### config.mk
export PLATFORM = sky130hd
export DESIGN_NAME = keycode_event_decoder
export DESIGN_NICKNAME = d
export VERILOG_FILES = /design/src/rtl/keycode_pkg.sv /design/src/rtl/keycode_evt_fifo.sv /design/src/rtl/keycode_event_decoder.sv
export SDC_FILE = /design/constraint.sdc
export NUM_CORES = 1
export LEC_CHECK = 0
export ABC_AREA = 1
export CAP_MARGIN = 15
export CORE_MARGIN = 5
export CORE_UTILIZATION = 35
export CTS_BUF_LIST = sky130_fd_sc_hd__clkbuf_8
export CTS_CLUSTER_SIZE = 40
export DETAILED_ROUTE_END_ITERATION = 12
export HOLD_SLACK_MARGIN = 0.02
export PLACE_DENSITY = 0.53
export SETUP_SLACK_MARGIN = 0.15
export SLEW_MARGIN = 20
export SYNTH_ARGS = -nofsm -noshare
export SYNTH_HDL_FRONTEND = slang
export SYNTH_HIERARCHICAL = 1
export SYNTH_SLANG_ARGS = --single-unit
### constraint.sdc
create_clock -name clk_50 -period 2.95 [get_ports clk_50]
set_input_delay 0.59 -clock clk_50 [delete_from_list [all_inputs] [get_ports clk_50]]
set_output_delay 0.59 -clock clk_50 [all_outputs]
set_load 0.005 [all_outputs]
### src/rtl/keycode_pkg.sv
// rtl/keycode_pkg.sv - shared types, key codes and helpers for the keycode event decoder
//
// Purpose: event record, FSM state enum, HID codes of the five game keys and
//          two small helpers used by the decoder.
// Ports:   none (package).
package keycode_pkg;

  typedef struct packed {
    logic [7:0] code;
    logic       press;
  } key_evt_t;

  typedef enum logic {
    IDLE = 1'b0,
    EMIT = 1'b1
  } state_t;

  localparam logic [7:0] KEY_W     = 8'h1A;
  localparam logic [7:0] KEY_A     = 8'h04;
  localparam logic [7:0] KEY_S     = 8'h16;
  localparam logic [7:0] KEY_D     = 8'h07;
  localparam logic [7:0] KEY_SPACE = 8'h2C;
  localparam logic [7:0] KEY_NONE  = 8'h00;

  // True when code occupies either slot of a keycode word.
  function automatic logic key_in_word(input logic [7:0] code, input logic [15:0] word);
    return (code == word[7:0]) || (code == word[15:8]);
  endfunction

  // Held bitmap {SPACE, D, S, A, W} for a keycode word.
  function automatic logic [4:0] held_bits(input logic [15:0] word);
    return {key_in_word(KEY_SPACE, word), key_in_word(KEY_D, word),
            key_in_word(KEY_S, word), key_in_word(KEY_A, word),
            key_in_word(KEY_W, word)};
  endfunction

endpackage

### src/rtl/keycode_evt_fifo.sv
// rtl/keycode_evt_fifo.sv - show-ahead FIFO of key events with exact occupancy
//
// Purpose: DEPTH-entry FIFO (DEPTH power of 2, >= 2). head is a register that
//          always shows the oldest entry, and keeps its last value when empty.
// Ports:   clk, rst (async, active-high)
//          push, push_data : write request; accepted if not full or popping
//          pop             : remove head; ignored while empty
//          full, empty     : occupancy flags
//          count           : occupancy 0..DEPTH
//          head            : oldest entry
module keycode_evt_fifo
  import keycode_pkg::*;
#(
  parameter int DEPTH = 8
) (
  input  logic                     clk,
  input  logic                     rst,
  input  logic                     push,
  input  key_evt_t                 push_data,
  input  logic                     pop,
  output logic                     full,
  output logic                     empty,
  output logic [$clog2(DEPTH):0]   count,
  output key_evt_t                 head
);

  localparam int AW = $clog2(DEPTH);
  localparam int CW = AW + 1;

  key_evt_t        mem [DEPTH];
  logic [AW-1:0]   wr_ptr, rd_ptr, rd_n;
  logic [CW-1:0]   count_n;
  logic            do_push, do_pop;

  assign full    = (count == CW'(DEPTH));
  assign empty   = (count == '0);
  assign do_pop  = pop && !empty;
  assign do_push = push && (!full || do_pop);
  assign rd_n    = do_pop ? rd_ptr + 1'b1 : rd_ptr;

  always_comb begin
    count_n = count;
    case ({do_push, do_pop})
      2'b10:   count_n = count + 1'b1;
      2'b01:   count_n = count - 1'b1;
      default: count_n = count;
    endcase
  end

  always_ff @(posedge clk) begin
    if (do_push) mem[wr_ptr] <= push_data;
  end

  always_ff @(posedge clk or posedge rst) begin
    if (rst) begin
      wr_ptr <= '0;
      rd_ptr <= '0;
      count  <= '0;
      head   <= '0;
    end else begin
      if (do_push) wr_ptr <= wr_ptr + 1'b1;
      rd_ptr <= rd_n;
      count  <= count_n;
      // The new head slot is the one being written only when the FIFO
      // holds exactly the incoming event afterwards.
      if (count_n != '0)
        head <= (do_push && rd_n == wr_ptr) ? push_data : mem[rd_n];
    end
  end

endmodule

### src/rtl/keycode_event_decoder.sv
// rtl/keycode_event_decoder.sv - turns SoC keycode word changes into queued press/release events
//
// Purpose: compares the registered keycode word with the last processed word,
//          emits up to four candidates (two releases, then two presses), one per
//          cycle, into a show-ahead event FIFO, and keeps a held-key bitmap.
// Config:  KEYCODE_DEBOUNCE_EN - act only after the word is stable for
//          STABLE_CYCLES cycles.
// Ports:   clk_50, reset_50 (async, active-high)
//          keycode_in   : two HID slots [7:0], [15:8]; 0x00 = empty
//          evt_ready    : consumer takes head event
//          evt_valid, evt_code, evt_press : head event (press = 1)
//          key_held     : {SPACE, D, S, A, W}
//          fifo_count   : FIFO occupancy
//          overflow, overflow_clr : sticky drop flag and its clear
//          busy         : FSM in EMIT
module keycode_event_decoder
  import keycode_pkg::*;
#(
  parameter int DEPTH         = 8,
  parameter int STABLE_CYCLES = 16
) (
  input  logic                   clk_50,
  input  logic                   reset_50,
  input  logic [15:0]            keycode_in,
  input  logic                   evt_ready,
  output logic                   evt_valid,
  output logic [7:0]             evt_code,
  output logic                   evt_press,
  output logic [4:0]             key_held,
  output logic [$clog2(DEPTH):0] fifo_count,
  output logic                   overflow,
  input  logic                   overflow_clr,
  output logic                   busy
);

  state_t      state, state_n;
  logic [1:0]  idx, idx_n;
  logic [15:0] kc_q, cur, cur_n, prev, prev_n;
  logic [4:0]  held_n;
  logic        push, pop, drop, stable, fifo_full, fifo_empty;
  key_evt_t    push_evt, head;

`ifdef KEYCODE_DEBOUNCE_EN
  localparam int SW = $clog2(STABLE_CYCLES + 1);
  logic [SW-1:0] stable_cnt;

  // Counts cycles since kc_q last changed, saturating at STABLE_CYCLES.
  always_ff @(posedge clk_50 or posedge reset_50) begin
    if (reset_50)
      stable_cnt <= '0;
    else if (keycode_in != kc_q)
      stable_cnt <= '0;
    else if (stable_cnt != SW'(STABLE_CYCLES))
      stable_cnt <= stable_cnt + 1'b1;
  end

  assign stable = (stable_cnt == SW'(STABLE_CYCLES));
`else
  // Keeps STABLE_CYCLES referenced when the debounce counter is compiled out.
  logic unused_stable_cycles;
  assign unused_stable_cycles = ^STABLE_CYCLES;
  assign stable = 1'b1;
`endif

  always_comb begin
    state_n  = state;
    idx_n    = idx;
    cur_n    = cur;
    prev_n   = prev;
    held_n   = key_held;
    push     = 1'b0;
    push_evt = '0;
    case (state)
      IDLE: begin
        if (kc_q != prev && stable) begin
          cur_n   = kc_q;
          idx_n   = 2'd0;
          state_n = EMIT;
        end
      end
      EMIT: begin
        case (idx)
          2'd0: begin
            push_evt.code = prev[7:0];
            push = (prev[7:0] != KEY_NONE) && !key_in_word(prev[7:0], cur);
          end
          2'd1: begin
            push_evt.code = prev[15:8];
            push = (prev[15:8] != KEY_NONE) && (prev[15:8] != prev[7:0]) &&
                   !key_in_word(prev[15:8], cur);
          end
          2'd2: begin
            push_evt.code  = cur[7:0];
            push_evt.press = 1'b1;
            push = (cur[7:0] != KEY_NONE) && !key_in_word(cur[7:0], prev);
          end
          default: begin
            push_evt.code  = cur[15:8];
            push_evt.press = 1'b1;
            push = (cur[15:8] != KEY_NONE) && (cur[15:8] != cur[7:0]) &&
                   !key_in_word(cur[15:8], prev);
          end
        endcase
        if (idx == 2'd3) begin
          prev_n  = cur;
          held_n  = held_bits(cur);
          state_n = IDLE;
        end else begin
          idx_n = idx + 1'b1;
        end
      end
      default: state_n = IDLE;
    endcase
  end

  always_ff @(posedge clk_50 or posedge reset_50) begin
    if (reset_50) begin
      kc_q     <= '0;
      state    <= IDLE;
      idx      <= '0;
      cur      <= '0;
      prev     <= '0;
      key_held <= '0;
      overflow <= 1'b0;
    end else begin
      kc_q     <= keycode_in;
      state    <= state_n;
      idx      <= idx_n;
      cur      <= cur_n;
      prev     <= prev_n;
      key_held <= held_n;
      // A drop in the same cycle as a clear keeps the flag set.
      if (drop)
        overflow <= 1'b1;
      else if (overflow_clr)
        overflow <= 1'b0;
    end
  end

  assign busy      = (state == EMIT);
  assign evt_valid = !fifo_empty;
  assign pop       = evt_valid && evt_ready;
  assign drop      = push && fifo_full && !pop;
  assign evt_code  = head.code;
  assign evt_press = head.press;

  keycode_evt_fifo #(.DEPTH(DEPTH)) u_fifo (
    .clk       (clk_50),
    .rst       (reset_50),
    .push      (push),
    .push_data (push_evt),
    .pop       (pop),
    .full      (fifo_full),
    .empty     (fifo_empty),
    .count     (fifo_count),
    .head      (head)
  );

endmodule

==> results of run 1 <==
## cells by family (layout without fill, tap and decap cells)
family / Yosys count / in the layout / synth area share, %
buf+inv: 194 / 389 / 10.7
flops: 148 / 148 / 49.8
mux: 1 / 1 / 0.123
compound gates: 69 / 69 / 4.82
xor+xnor: 32 / 32 / 3.43
fa+ha+maj: 10 / 10 / 1.53
simple gates: 532 / 533 / 29.5
## cell usage in the layout (no fill, tap or decap), drive strengths merged, types with 40 or more instances in the layout
| cell type | n |
|---|---|
| nand3 | 141 |
| dfrtp | 76 |
| clkdlybuf4s50 | 40 |
| buf | 173 |
| inv | 148 |
| edfxtp | 72 |
| nor2 | 64 |
| o21ai | 40 |
| nand2 | 282 |
## tightest hold or removal path, delay by kind of cell (launching register included)
family	cells	cell delay, ns
flops	1	0.35
simple gates	2	0.10
## worst paths after layout
path	endpoint	slack [ns]	cells after the start
hold / removal	overflow$_DFFE_PP0P_	0.49	2
setup reg to reg	u_fifo/head[3]$_DFFE_PP0P_	-0.08	24
min in group asynchronous	idx[0]$_DFFE_PP0P_	0.52	3
setup / recovery	u_fifo/head[3]$_DFFE_PP0P_	-0.08	24
hold reg to reg	overflow$_DFFE_PP0P_	0.49	2
max in group asynchronous	u_fifo/rd_ptr[1]$_DFF_PP0_	1.86	2
## through the flow
stage                     worst slack (ns)  TNS, ns  total power [mW]
after floorplan                     0.0963        0              8.39
after global placement              -0.159    -1.40              11.5
after detailed placement            -0.186    -1.61              11.5
after CTS                          -0.0355   -0.235              13.6
after global routing                -0.251    -2.15              15.3
final                              -0.0752   -0.532              14.1
## state kept, by name, summed over array words and instances (netlist names)
register / count
busy: 1
u_fifo/mem: 72
u_fifo/count: 4
u_fifo/rd_ptr: 3
overflow: 1
key_held: 5
kc_q: 16
u_fifo/wr_ptr: 3
cur: 16
idx: 2
prev: 16
u_fifo/head: 9
## layer usage
metal  track usage (%)  routed length, um
met1              21.5               9780
met2              29.5              11100
met3              3.34                777
met4              4.54                348
met5                 0                  0
## layout make-up
type	count	area, sq um
clock buffers	17	234
clock inverters	15	158
fillers	2226	12100
inverters	143	544
multi-input cells	645	3390
flip-flops and latches	148	4080
well taps	313	392
repair buffers	214	1860
## power breakdown
part           switching (mW)  internal (mW)
registers               0.525           3.17
clock network           0.851          0.760
logic                    4.88           3.96
total                    6.25           7.89
## repair_timing
item | CTS | global route
setup buffers | 18 | 9
setup endpoints to repair | 9 | 35
cloned | 1 | 1
pin swaps | 17 | 27
gates resized for setup | 31 | 54
==> metrics.md, run 1 <==
| Metric | Value |
|---|---|
| Predominant post-synthesis flop cell | dfrtp_1 |
| Asr flop ratio synth | 51.4% |
| Buf/Inv on CP | 5 |
| Critical path startpoint category | flop |
| Largest net degree at the start of global routing | 58 |
| RSZ-0062 raised after global routing | true |
| Peak VDD IR | 0.532 mV |
| Antenna cells | 0 |
| Number of synthesized register bits | 148 |
| Leakage | 5.02 nW |
| GPL Wtd Cong | 0.847 |
| Wirelength per Cell | 14.7 um |
| Routed wire length | 22000 um |
| Min Hold Slack | 0.487 ns |
| Die area | 26500 sq um |
| Critical path class | reg2reg |
| CTS sink cnt | 148 |
| Kind of cell adding the most delay to the critical path | simple AND/OR/NAND/NOR gates |
| Synth warn | 6 |
| DIE WIDTH | 163 um |
| Global-route wire length before repair | 35300 um |
| Fin. Hold Viols | 0 |
| # setup viols final | 9 |
| Initial core utilization | 35.8% |
| Mapped Area | 8160 sq um |
| Vias per std cell | 4.67 |
| Setup Skew | 0.0174 ns |
| Slowest stage cell, crit path | dfrtp_2 |
| Hold path start | overflow$_DFFE_PP0P_ |
| Vias in the first global route | 6736 |
| Slew Limit Fails | 0 |
| Antenna violations before repair | 0 |
| Synth top area share | 26.5% |
| Critical path endpoint category | flop |
| Gate Count Post-Synth | 986 |
| Slew HR | 31.0% |
| CP Data Required Time | 3.36 ns |
| Status | finished, violations left |
| EDFF count, synth | 72 |
| Violated checks | negative setup slack |
| Layout cells sized above 1 | 26.0% |
| Final worst path period need | 3.03 ns |
| # placed instances | 1434 |
| Worst r2r src | cur[14]$_DFFE_PP0P_ |
| Post-synth cell types | 38 |
| Number of buffers created by CTS | 17 |
| # port buffers | 40 |
| Placed Area | 9780 sq um |
| Post-Syn Area per Cell | 8.27 sq um |
| Global route overflow | 0 |
| CP cell instances | buf_6 > nand2_1 > nand2_2 > inv_1 > nand2_1 > nor2_2 > nand2_1 > nand3_1 > nand2_1 > inv_1 > nand2_2 > and2_4 > nand2_4 > ha_4 > nor2_2 > nor2_4 > ha_4 > mux2i_1 > inv_1 > or2_4 > nor2_8 > buf_12 > nand3_1 > nand2_1 |
| Clock Tree Root | clkbuf_8 |
| Fmax | 331 MHz |
| Data arrival time of the worst path | 3.43 ns |
| Worst setup path startpoint | cur[14]$_DFFE_PP0P_ |
| Antenna Nets Post-Route | 0 |
| Hold Crit Class | reg2reg |
| Layout Area Growth over Synthesis | 30.6% |
| Worst Setup Slack, final | -0.0752 ns |
| # IOs | 41 |
| Clock slew at the register clock pins of the worst setup and hold paths | 0.09 ns |
| Sequential element share of the synthesized area | 49.8% |
| # nets final | 1199 |
| List of most frequent post-synthesis cells | nand2_1, nand3_1, inv_1 |
| Via Count | 6981 |
| CTS tree | built |
| Clock buffer depth | 2 |
| Slew @ Worst Pin | 1.03 ns |
| Max_cap viols | 0 |
| Worst skew pair latency | 0.46 ns |
| Utilization after layout | 46.8% |
| Detailed Routing Iterations Pass 1 | 5 |
| H-tree levels | 4 |
| Synth top area cells | edfxtp_1, dfrtp_1, nand2_1 |
| Row cnt | 55 |
| Worst stage delay on the critical path | 0.45 ns |
| CORE AREA | 22800 sq um |
| Area leader, netlist | edfxtp_1 |
| Mapped Nets | 1016 |
| Total GRT Usage | 16.9% |
| CTS hold repair buffers | 0 |
| Most frequent CP cell | nand2_1 |
| Fin crit share | 103% |
| Most numerous cell in the Yosys netlist | nand2_1 |
| DRC violations left | 0 |
| Critical path fanouts, max | 8 |
| Chip height | 163 um |
| 1st-iter DRT viols | 387 |
| Post-Layout Cell Count | 1495 |
| Design Area, Final | 10700 sq um |
| Detailed Place HPWL | 15500 um |
| PD cells | 1330 nW/um^2 |
(Power assumes the default switching activity.)
==> inputs of run 2 (changes only) <==
- SKIP_CTS_REPAIR_TIMING: unset -> 1
==> metrics.md, run 2 (synthesized netlist as in run 1, its figures left out) <==
| Metric | Value |
|---|---|
| Worst stage delay on the critical path | 0.46 ns |
| Most frequent cells in the layout | nand2_1, buf_4, nand3_1, inv_1, edfxtp_1 |
| Final worst path period need | 3.02 ns |
| Logic pwr share | 61.1% |
| Die area | 26500 sq um |
| Clock Tree Root | clkbuf_8 |
| Via Count | 6900 |
| Status | finished, violations left |
| Critical path fanouts, max | 8 |
| Routed wire length | 21700 um |
| Vias per std cell | 4.66 |
| CP cell instances | buf_6 > nand2_2 > nand2_2 > inv_1 > nor2_1 > nand2_1 > nor2_1 > nor2_1 > nand2_1 > a21oi_2 > and2_4 > nand2_4 > ha_4 > nand2_2 > inv_2 > nor2_4 > ha_4 > mux2i_1 > inv_1 > or2_4 > nor2_8 > buf_12 > nand3_2 > nand2_1 |
| RSZ-0062 raised after global routing | true |
| Antenna cells | 0 |
| Slew @ Worst Pin | 1.02 ns |
| Layout cells sized above 1 | 24.2% |
| CTS sink cnt | 148 |
| Layout Area Growth over Synthesis | 28.2% |
| # nets final | 1184 |
| Fin. Hold Viols | 0 |
| DRC violations left | 0 |
| Wirelength per Cell | 14.7 um |
| Peak VDD IR | 0.584 mV |
| Antenna violations before repair | 0 |
| Clk pwr share | 11.9% |
| Chip height | 163 um |
| Detailed Place HPWL | 15500 um |
| Kind of cell adding the most delay to the critical path | simple AND/OR/NAND/NOR gates |
| # IOs | 41 |
| Leading cell type in the layout, fill and taps excluded | nand2_1 |
| Internal Power | 7.55 mW |
| Hold path start | overflow$_DFFE_PP0P_ |
| Critical path class | reg2reg |
| CORE AREA | 22800 sq um |
| 1st-iter DRT viols | 414 |
| Data arrival time of the worst path | 3.43 ns |
| Number of buffers created by CTS | 17 |
| Worst setup path startpoint | cur[8]$_DFFE_PP0P_ |
| M3 GR Usage | 3.34% |
| Sw power | 6.09 mW |
| Largest Register | u_fifo/mem |
| Critical path endpoint category | flop |
| Leakage | 4.93 nW |
| Met1 Track Usage GR | 21.2% |
| Max_cap viols | 0 |
| Detailed Routing Iterations Pass 1 | 7 |
| PD cells | 1300 nW/um^2 |
| GR Util met2 | 28.8% |
| Pwr Total | 13.6 mW |
| CTS tree | built |
| Clock buffer depth | 2 |
| GPL Wtd Cong | 0.847 |
| Worst r2r src | cur[8]$_DFFE_PP0P_ |
| Worst Setup Slack, final | -0.0738 ns |
| H-tree levels | 4 |
| # port buffers | 40 |
| # setup viols final | 9 |
| Largest net degree at the start of global routing | 58 |
| Setup Skew | 0.0189 ns |
| Antenna Nets Post-Route | 0 |
| Clock slew at the register clock pins of the worst setup and hold paths | 0.09 ns |
| Sequential power share | 27.0% |
| Total GRT Usage | 16.6% |
| Violated checks | negative setup slack |
| Setup_tns | -0.517 ns |
| Worst skew pair latency | 0.47 ns |
| Utilization after layout | 45.9% |
| Fmax | 331 MHz |
| Global route overflow | 0 |
| Slowest stage cell, crit path | dfrtp_2 |
| Hold Crit Class | reg2reg |
| Critical path startpoint category | flop |
| Buf/Inv on CP | 5 |
| Initial core utilization | 35.8% |
| Gr busiest metal | met2 |
| Min Hold Slack | 0.488 ns |
| Placed Area | 9780 sq um |
| Row cnt | 55 |
| DIE WIDTH | 163 um |
| Vias in the first global route | 6608 |
| Sw frac | 44.7% |
| Fin crit share | 103% |
| Design Area, Final | 10500 sq um |
| Slew HR | 31.9% |
| Max reg flops | 72 |
| CP Data Required Time | 3.36 ns |
| Global-route wire length before repair | 34700 um |
| Slew Limit Fails | 0 |
run 2: layout make-up:
| class | instances | area, sq um |
|---|---|---|
| inverter | 143 | 544 |
| fill | 2263 | 12300 |
| clock buffer | 17 | 234 |
| tap | 313 | 392 |
| multi-input combinational | 645 | 3370 |
| clock inverter | 15 | 158 |
| timing repair buffer | 199 | 1690 |
| sequential | 148 | 4080 |
run 2: worst paths after layout:
check                                              to  slack (ns)  cells after the start
max                        u_fifo/head[6]$_DFFE_PP0P_       -0.07                     24
min                              overflow$_DFFE_PP0P_        0.49                      2
max reg2reg                u_fifo/head[6]$_DFFE_PP0P_       -0.07                     24
min reg2reg                      overflow$_DFFE_PP0P_        0.49                      2
max in group asynchronous  u_fifo/rd_ptr[2]$_DFF_PP0_        1.87                      2
min in group asynchronous              busy$_DFF_PP0_        0.52                      3
run 2: through the flow:
stage / setup WS [ns] / cells
2_1_floorplan: 0.0963 / 986
3_3_place_gp: -0.159 / 1434
3_5_place_dp: -0.186 / 1434
4_1_cts: -0.190 / 1466
5_1_grt: -0.239 / 1480
6_report: -0.0738 / 1480
run 2: power groups by stage:
stage          Combinational [mW]  Clock (mW)  Sequential [mW]
6_report                     8.34        1.62             3.69
5_1_grt                      9.24        1.74             3.78
4_1_cts                      7.86        1.65             3.65
3_5_place_dp                 7.83           0             3.69
3_3_place_gp                 7.78           0             3.70
2_1_floorplan                4.90           0             3.49
run 2: layer usage:
metal | up-vias | wire (um)
li1 | 3507 | -
met1 | 3242 | 9730
met2 | 130 | 10800
met3 | 21 | 786
met4 | 0 | 345
met5 | - | 0
run 2: tightest hold or removal path, delay by kind of cell, from the launching register on:
family / cells / cell delay, ns
flops: 1 / 0.35
simple gates: 2 / 0.10
==> inputs of run 3 (changes only) <==
- CAP_MARGIN: 15 -> 0
==> results of run 3 <==
Final layout, timing and power as in run 2 (identical DEF).
